[src/rtl/instr_decode_stage.sv]
// LEGv8 decode stage: classifies format, extracts fields, extends immediate.
// Latency: 1 cycle from accepted input to out_valid.
// Backpressure: 2-entry (output + skid) buffer; in_ready = ~skid_valid, registered.
module instr_decode_stage #(
  parameter int IMM_W  = 64,
  parameter int ADDR_W = 64,
  parameter int CNT_W  = 16
) (
  input  logic              clk,
  input  logic              rst,
  input  logic              flush,
  input  logic              in_valid,
  output logic              in_ready,
  input  logic [31:0]       in_instr,
  input  logic [ADDR_W-1:0] in_pc,
  output logic              out_valid,
  input  logic              out_ready,
  output logic [ADDR_W-1:0] out_pc,
  output logic [10:0]       out_opcode,
  output logic [2:0]        out_fmt,
  output logic [4:0]        out_rm,
  output logic [4:0]        out_rn,
  output logic [4:0]        out_rd,
  output logic [5:0]        out_shamt,
  output logic [IMM_W-1:0]  out_imm,
  output logic              out_illegal,
  output logic [CNT_W-1:0]  decoded_cnt
);

  localparam logic [2:0] FMT_R   = 3'd0;
  localparam logic [2:0] FMT_I   = 3'd1;
  localparam logic [2:0] FMT_D   = 3'd2;
  localparam logic [2:0] FMT_B   = 3'd3;
  localparam logic [2:0] FMT_CB  = 3'd4;
  localparam logic [2:0] FMT_IW  = 3'd5;
  localparam logic [2:0] FMT_ILL = 3'd7;

  // One decoded record, held in both the output register and the skid entry.
  typedef struct packed {
    logic [ADDR_W-1:0] pc;
    logic [10:0]       opcode;
    logic [2:0]        fmt;
    logic [4:0]        rm;
    logic [4:0]        rn;
    logic [4:0]        rd;
    logic [5:0]        shamt;
    logic [IMM_W-1:0]  imm;
    logic              illegal;
  } rec_t;

  rec_t             dec;
  rec_t             out_q, out_d;
  rec_t             skid_q, skid_d;
  logic             out_valid_q, out_valid_d;
  logic             skid_valid_q, skid_valid_d;
  logic [CNT_W-1:0] cnt_q, cnt_d;

  logic accept;
  logic load;
  logic xfer;

  assign in_ready = ~skid_valid_q;
  assign accept   = in_valid & in_ready;
  assign load     = ~out_valid_q | out_ready;
  assign xfer     = out_valid_q & out_ready;

  // Decode the incoming instruction; formats are tested widest-opcode-last so the first match wins.
  always_comb begin
    dec         = '0;
    dec.pc      = in_pc;
    dec.opcode  = in_instr[31:21];
    dec.rm      = in_instr[20:16];
    dec.rn      = in_instr[9:5];
    dec.rd      = in_instr[4:0];
    dec.shamt   = in_instr[15:10];
    dec.fmt     = FMT_ILL;
    dec.illegal = 1'b0;
    if (in_instr[31:26] inside {6'b000101, 6'b100101}) begin
      dec.fmt = FMT_B;
      dec.imm = {{(IMM_W-26){in_instr[25]}}, in_instr[25:0]};
    end else if (in_instr[31:24] inside {8'b10110100, 8'b10110101, 8'b01010100}) begin
      dec.fmt = FMT_CB;
      dec.imm = {{(IMM_W-19){in_instr[23]}}, in_instr[23:5]};
    end else if (in_instr[31:23] inside {9'b110100101, 9'b111100101}) begin
      // Shift amount (hw) stays in opcode bits [1:0]; the immediate is the raw 16 bits.
      dec.fmt = FMT_IW;
      dec.imm = {{(IMM_W-16){1'b0}}, in_instr[20:5]};
    end else if (in_instr[31:22] inside {10'b1001000100, 10'b1101000100,
                                         10'b1001001000, 10'b1011001000}) begin
      dec.fmt = FMT_I;
      dec.imm = {{(IMM_W-12){1'b0}}, in_instr[21:10]};
    end else if (in_instr[31:21] inside {11'b11111000010, 11'b11111000000}) begin
      dec.fmt = FMT_D;
      dec.imm = {{(IMM_W-9){in_instr[20]}}, in_instr[20:12]};
    end else if (in_instr[31:21] inside {11'b10001011000, 11'b11001011000, 11'b10001010000,
                                         11'b10101010000, 11'b11010011011, 11'b11010011010,
                                         11'b11010110000}) begin
      dec.fmt = FMT_R;
    end else begin
      dec.fmt     = FMT_ILL;
      dec.illegal = 1'b1;
    end
  end

  // Next-state for output register, skid entry and saturating delivery counter.
  always_comb begin
    out_d        = out_q;
    out_valid_d  = out_valid_q;
    skid_d       = skid_q;
    skid_valid_d = skid_valid_q;
    cnt_d        = cnt_q;

    if (xfer && (cnt_q != '1)) begin
      cnt_d = cnt_q + 1'b1;
    end

    if (flush) begin
      // Everything held or arriving this cycle is dropped; a completing transfer still counted above.
      out_valid_d  = 1'b0;
      skid_valid_d = 1'b0;
    end else if (load) begin
      if (skid_valid_q) begin
        // in_ready is low whenever skid is occupied, so no new input competes here.
        out_d        = skid_q;
        out_valid_d  = 1'b1;
        skid_valid_d = 1'b0;
      end else if (accept) begin
        out_d       = dec;
        out_valid_d = 1'b1;
      end else begin
        out_valid_d = 1'b0;
      end
    end else if (accept) begin
      // Output stalled: park the new record behind it to keep order.
      skid_d       = dec;
      skid_valid_d = 1'b1;
    end
  end

  // State registers with asynchronous reset discarding any held records.
  always_ff @(posedge clk or posedge rst) begin
    if (rst) begin
      out_q        <= '0;
      out_valid_q  <= 1'b0;
      skid_q       <= '0;
      skid_valid_q <= 1'b0;
      cnt_q        <= '0;
    end else begin
      out_q        <= out_d;
      out_valid_q  <= out_valid_d;
      skid_q       <= skid_d;
      skid_valid_q <= skid_valid_d;
      cnt_q        <= cnt_d;
    end
  end

  assign out_valid   = out_valid_q;
  assign out_pc      = out_q.pc;
  assign out_opcode  = out_q.opcode;
  assign out_fmt     = out_q.fmt;
  assign out_rm      = out_q.rm;
  assign out_rn      = out_q.rn;
  assign out_rd      = out_q.rd;
  assign out_shamt   = out_q.shamt;
  assign out_imm     = out_q.imm;
  assign out_illegal = out_q.illegal;
  assign decoded_cnt = cnt_q;

endmodule

[config.mk]
export PLATFORM = sky130hd
export DESIGN_NAME = instr_decode_stage
export DESIGN_NICKNAME = d
export VERILOG_FILES = /design/src/rtl/instr_decode_stage.sv
export SDC_FILE = /design/constraint.sdc
export NUM_CORES = 1
export LEC_CHECK = 0
export BUFFER_PORTS_ARGS = -buffer_cell sky130_fd_sc_hd__buf_2
export CORE_UTILIZATION = 40
export CTS_BUF_LIST = sky130_fd_sc_hd__clkbuf_8 sky130_fd_sc_hd__clkbuf_16
export DETAILED_ROUTE_END_ITERATION = 6
export MAX_ROUTING_LAYER = met4
export SETUP_SLACK_MARGIN = 0.5
export SLEW_MARGIN = 20
export SYNTH_ARGS = -nofsm -noshare
export SYNTH_HDL_FRONTEND = slang
export SYNTH_SLANG_ARGS = --single-unit
export TNS_END_PERCENT = 1
[constraint.sdc]
create_clock -name clk -period 11.6 [get_ports clk]
set_input_delay 0 -clock clk [delete_from_list [all_inputs] [get_ports clk]]
set_output_delay 0 -clock clk [all_outputs]
set_load 0.01 [all_outputs]
Word-level counts from Yosys, hierarchy flattened
Cells that the tools add are included.
{ "totals": {"in_bits": 101, "out_inout_bits": 182, "memories": 0, "mem_bits_ro": 0, "latchBits": 0, "regBits": 346, "mem_bits_rw": 0, "elab_cells": 88} }
{ "classes": {"mul": 0, "reduce_logical": 12, "eq_ne": 21, "n_mux": 26, "shifts": 0, "n_addsub": 1, "div_mod_pow": 0, "n_bitwise": 7, "order_cmp": 0} }
{ "ops": {"columns": ["cell", "count"], "rows": [
  ["$mux W164", 2],
  ["$mux W64", 5],
  ["$eq A11 B11 Y1 const B", 9],
  ["$eq A10 B10 Y1 const B", 4],
  ["$eq A9 B9 Y1 const B", 2],
  ["$mux W3", 6],
  ["$add A16 B1 Y16 const B", 1],
  ["$eq A8 B8 Y1 const B", 2],
  ["$ne A16 B16 Y1 const B", 1],
  ["$mux W1", 13],
  ["$reduce_bool A2 Y1", 5],
  ["$eq A8 B7 Y1 const B", 1],
  ["$reduce_bool A7 Y1", 1],
  ["$eq A6 B3 Y1 const B", 1],
  ["$eq A6 B6 Y1 const B", 1],
  ["$reduce_and A3 Y1", 2],
  ["$reduce_bool A3 Y1", 2],
  ["$not A1 Y1", 4],
  ["$reduce_bool A4 Y1", 1],
  ["$and A1 B1 Y1", 2],
  ["$logic_and A1 B1 Y1", 1],
  ["$or A1 B1 Y1", 1]
]} }

Depth between registers and ports, before layout
{ "logic_depth": {"word_depth": 10, "depth_mapped": 8, "mapped_depth_nobuf": 5} }

Least setup slack after synthesis
No wires, ideal clock.
{ "synth_timing": {"path_kind": "register -> register", "start": "register out_valid_q (netlist: out_valid)", "end": "register skid_q[69] in the netlist's numbering", "path_slack_ps": 9634, "synth_period_minus_slack_ps": 1966, "setup_time_ps": 125, "t_arrival_ps": 1842, "path_buffers": 2, "required_ps": 11475, "stages_incl_launch_ff": 6, "path_cell_list": "dfrtp_1 -> nor2b_1 -> nand3_1 -> clkbuf_1 -> clkbuf_1 -> mux2_2"} }
{ "synth_via": {"elab_chain_len": 4} }
{ "synth_lines": {"columns": ["element", "line_no", "text"], "rows": [
  ["from (decl)", "54", "logic out_valid_q, out_valid_d;"],
  ["from (signal assigned)", "150", "out_valid_q <= out_valid_d;"],
  ["$not A1 Y1", "64", "assign load = ~out_valid_q | out_ready;"],
  ["$or A1 B1 Y1", "64", null],
  ["$not A1 Y1 (no source line)", null, null],
  ["$reduce_and A3 Y1 (no source line)", null, null],
  ["to (signal assigned)", "151", "skid_q <= skid_d;"],
  ["to (decl)", "53", "rec_t skid_q, skid_d;"]
]} }
Every way passes these cells.
A chain may end at the register's enable or synchronous reset.

Final worst setup path
{ "layout_timing": {"start": "register skid_valid_q", "end": "register out_q, in the netlist out_shamt[5]"} }
{ "layout_via": {"elab_chain_len": 4, "elab_cells_between_ends": 5, "cone_classes": "mux: 1; bitwise: 2; reduce/logical: 2"} }
{ "layout_lines": {"columns": ["element", "line_no", "text"], "rows": [
  ["from (decl)", "55", "logic skid_valid_q, skid_valid_d;"],
  ["from (signal assigned)", "152", "skid_valid_q <= skid_valid_d;"],
  ["$not A1 Y1", "62", "assign in_ready = ~skid_valid_q;"],
  ["$and A1 B1 Y1", "63", "assign accept = in_valid & in_ready;"],
  ["$reduce_bool A2 Y1 (no source line)", null, null],
  ["$reduce_and A3 Y1 (no source line)", null, null],
  ["to (signal assigned)", "149", "out_q <= out_d;"],
  ["to (decl)", "52", "rec_t out_q, out_d;"]
]} }
Several ways; a longest one is shown, not always the timed one.

==> flow_summary.json <==
{
  "max_slew.worst_pin.slew_ns": 1.04,
  "antenna_found_initial": 0,
  "clk_pin_slew_ns": 0.06,
  "drt-total-wl_um": 30800,
  "slew_violations": 0,
  "track_usage_pct": 19.9,
  "drv_cap": 0,
  "switchingPower_mw": 0.676,
  "rsz0062_at_grt": "false",
  "rows": 63,
  "overflow": 0,
  "power.density_nw_per_um2": 163,
  "crit_required_ns": 11.97,
  "setup_tns_ns": 0,
  "synth-seq-area-share_pct": 55.5,
  "io_buffers": 282,
  "synth_fp_nets": 1194,
  "grt_pass1_vias": 8877,
  "wl_per_cell_um": 17.0,
  "gp_congestion": 0.755,
  "clock_sinks": 270,
  "max_freq_mhz": 292,
  "boundaryPins": 283,
  "syn_area_um2": 12200,
  "synthFlopType": "dfrtp_1",
  "final_antenna_net_count": 0,
  "dp.final_hpwl_um": 19400,
  "p_int_mw": 1.87,
  "combPwrFrac_pct": 15.9,
  "yosysWarningCount": 0,
  "synthDistinctLibCells": 57,
  "fin_crit_ns": 3.43,
  "fin_ws_ns": 8.17,
  "worstPathArrival_ns": 3.80,
  "post-route-util_pct": 52.4,
  "grt_pass1_wl_um": 48200,
  "dr.pass1.iters": 5,
  "drt_first_iter_violations": 595,
  "cp-end-kind": "flip-flop",
  "core_um2": 29800,
  "ir_drop_mv": 0.126,
  "dpl-instance-area_um2": 13600,
  "tritoncts": "done",
  "numCtsBuffers": 29,
  "p_leak_nw": 7.42,
  "num_vias": 9217,
  "pre_cts_slack_ns": 8.13,
  "p_sw_share_pct": 26.5,
  "cts_buffer_depth": 3,
  "die_x_um": 177,
  "drc": 0,
  "p_seq_share_pct": 46.8,
  "synthArstFlopShare_pct": 100,
  "hp-class": "input pin to flip-flop",
  "setup_viol": 0,
  "avgSynthCellArea_um2": 11.2,
  "synthToLayoutAreaGrowth_pct": 28.2,
  "postLayoutCellArea_um2": 15600,
  "die_y_um": 177,
  "ys_ff_latch": 270,
  "ctsRootBufferMaster": "clkbuf_16",
  "grt_max_degree": 147,
  "clk_latency_ns": 0.54,
  "vias_per_cell": 5.08,
  "worstSetupPathType": "flip-flop to flip-flop",
  "status": "finished, final reports clean",
  "drive_gt1_share_pct": 32.0,
  "worstSetupStartpointType": "flip-flop",
  "power.share.clock_pct": 37.3,
  "cts_max_level": 1,
  "crit_fanout": 113,
  "hold_violations": 0,
  "initial_utilization_pct": 40.9,
  "synthCells": 1092,
  "slew_headroom_pct": 31.0,
  "n_antenna_cell": 0,
  "synth_edf_count": 0,
  "period_share_pct": 29.6,
  "layout.nets": 1504,
  "fp.dieArea_um2": 31200,
  "clock_skew_ns": 0.0192
}
-- layer usage --
metal	share of wire [%]	wire length (um)	track usage, %
met1	48	14800	27.7
met2	46	14200	31.2
met3	4.5	1380	2.76
met4	1.2	377	3.99
met5	0	0	-
-- synth_stat cells, types with 3 or more instances --
master    instances  area, um^2
a21o_1            6        45.0
dfrtp_1         270        6760
nor2_1            9        33.8
buf_6             3        33.8
a21oi_1          34         170
buf_4            39         293
nand4_1           6        37.5
mux2i_1          97         971
nand3b_1          3        22.5
or3_1             3        18.8
o211ai_1          4        30.0
nand3_1           9        45.0
xor2_1            3        26.3
clkbuf_1         66         248
o21ai_1          21         105
inv_1             6        22.5
nand2_1         168         631
nor3_1            7        35.0
a22oi_1           8        60.1
a211o_1           4        35.0
o21a_1            5        37.5
o21ai_0         126         631
buf_2             5        25.0
or2_2             3        18.8
xnor2_1          12         105
and3_1           16         100
o211a_1           8        80.1
mux2_2          101        1140
o31ai_1           4        30.0
a211oi_1          7        52.6
a22o_1            4        35.0
-- sequential cells by signal, summed over array words and instances (netlist names), 3 cells and up --
name	cells
decoded_cnt	16
out_fmt	3
out_imm	26
out_opcode	11
out_pc	64
out_rd	5
out_rm	5
out_rn	5
out_shamt	6
skid_q	126
-- kinds of logic after synthesis --
group / after synthesis / synth area share, %
flops: 270 / 55.5
mux: 198 / 17.3
fa+ha+maj: 1 / 0.103
simple gates: 246 / 9.26
buf+inv: 120 / 5.14
compound gates: 242 / 11.6
xor+xnor: 15 / 1.08
-- final timing paths --
kind | cells past startpoint | end | start | slack (ns)
max in group asynchronous | 4 | skid_valid_q | rst | 10.02
max reg2reg | 5 | out_shamt[5] | skid_valid_q | 8.17
min | 3 | skid_q[121] | in_pc[21] | 0.23
max | 5 | out_shamt[5] | skid_valid_q | 8.17
min reg2reg | 2 | skid_q[0] | skid_q[0] | 0.47
min in group asynchronous | 3 | out_pc[38] | rst | 0.25
-- layout make-up --
cell class / instances / area (um^2)
Fill cell: 2653 / 14200
Sequential cell: 270 / 6760
Multi-Input combinational cell: 702 / 4840
Timing Repair Buffer: 393 / 2520
Clock buffer: 33 / 781
Tap cell: 390 / 488
Clock inverter: 19 / 200
Inverter: 6 / 30.0
-- timing repair --
action | CTS | global route
hold buffers | 101 | 0
endpoints found under the hold margin | 395 | 0
buffers inserted | 0 | 0
gates resized for setup | 0 | 0
-- cell usage in the layout (no fill, tap or decap), types with 4 or more instances in the layout --
| cell | synthesis | final |
|---|---|---|
| buf_2 | 5 | 282 |
| dfrtp_1 | 270 | 269 |
| nand2_1 | 168 | 168 |
| o21ai_0 | 126 | 126 |
| mux2_2 | 101 | 101 |
| dlygate4sd3_1 | 0 | 101 |
| mux2i_1 | 97 | 97 |
| a21oi_1 | 34 | 34 |
| clkbuf_16 | 0 | 29 |
| o21ai_1 | 21 | 21 |
| and3_1 | 16 | 16 |
| xnor2_1 | 12 | 12 |
| inv_1 | 6 | 11 |
| nor2_1 | 9 | 9 |
| buf_4 | 39 | 9 |
| nand3_1 | 9 | 8 |
| a22oi_1 | 8 | 8 |
| o211a_1 | 8 | 8 |
| a211oi_1 | 7 | 7 |
| nand4_1 | 6 | 6 |
| a21o_1 | 6 | 6 |
| o21a_1 | 5 | 5 |
| nor3_1 | 7 | 5 |
| clkinv_2 | 0 | 5 |
| a211o_1 | 4 | 4 |
| a22o_1 | 4 | 4 |
| o31ai_1 | 4 | 4 |
| o211ai_1 | 4 | 4 |
| bufinv_16 | 0 | 4 |
| clkbuf_8 | 0 | 4 |
-- power groups by stage --
stage / clock network (mW) / logic [mW] / registers [mW]
global route: 1.01 / 0.448 / 1.21
CTS: 0.974 / 0.408 / 1.19
floorplan: 0 / 0.211 / 1.22
finish: 0.951 / 0.404 / 1.19
global placement: 0 / 0.372 / 1.20
detailed placement: 0 / 0.381 / 1.21
-- critical path: stages (launching register included) --
cell     delay [ns]
dfrtp_4        0.71
nor2_1         0.32
or3_4          0.38
buf_4          0.85
buf_4          0.74
o21ai_0        0.20
-- stage by stage --
stage	total power, mW	hold WS (ns)	instances
floorplan	1.43	0.0631	1092
global placement	1.57	0.234	1659
detailed placement	1.59	0.237	1659
CTS	2.57	0.212	1812
global route	2.67	0.235	1813
finish	2.55	0.234	1813
Power figures use the tool's default switching activity.
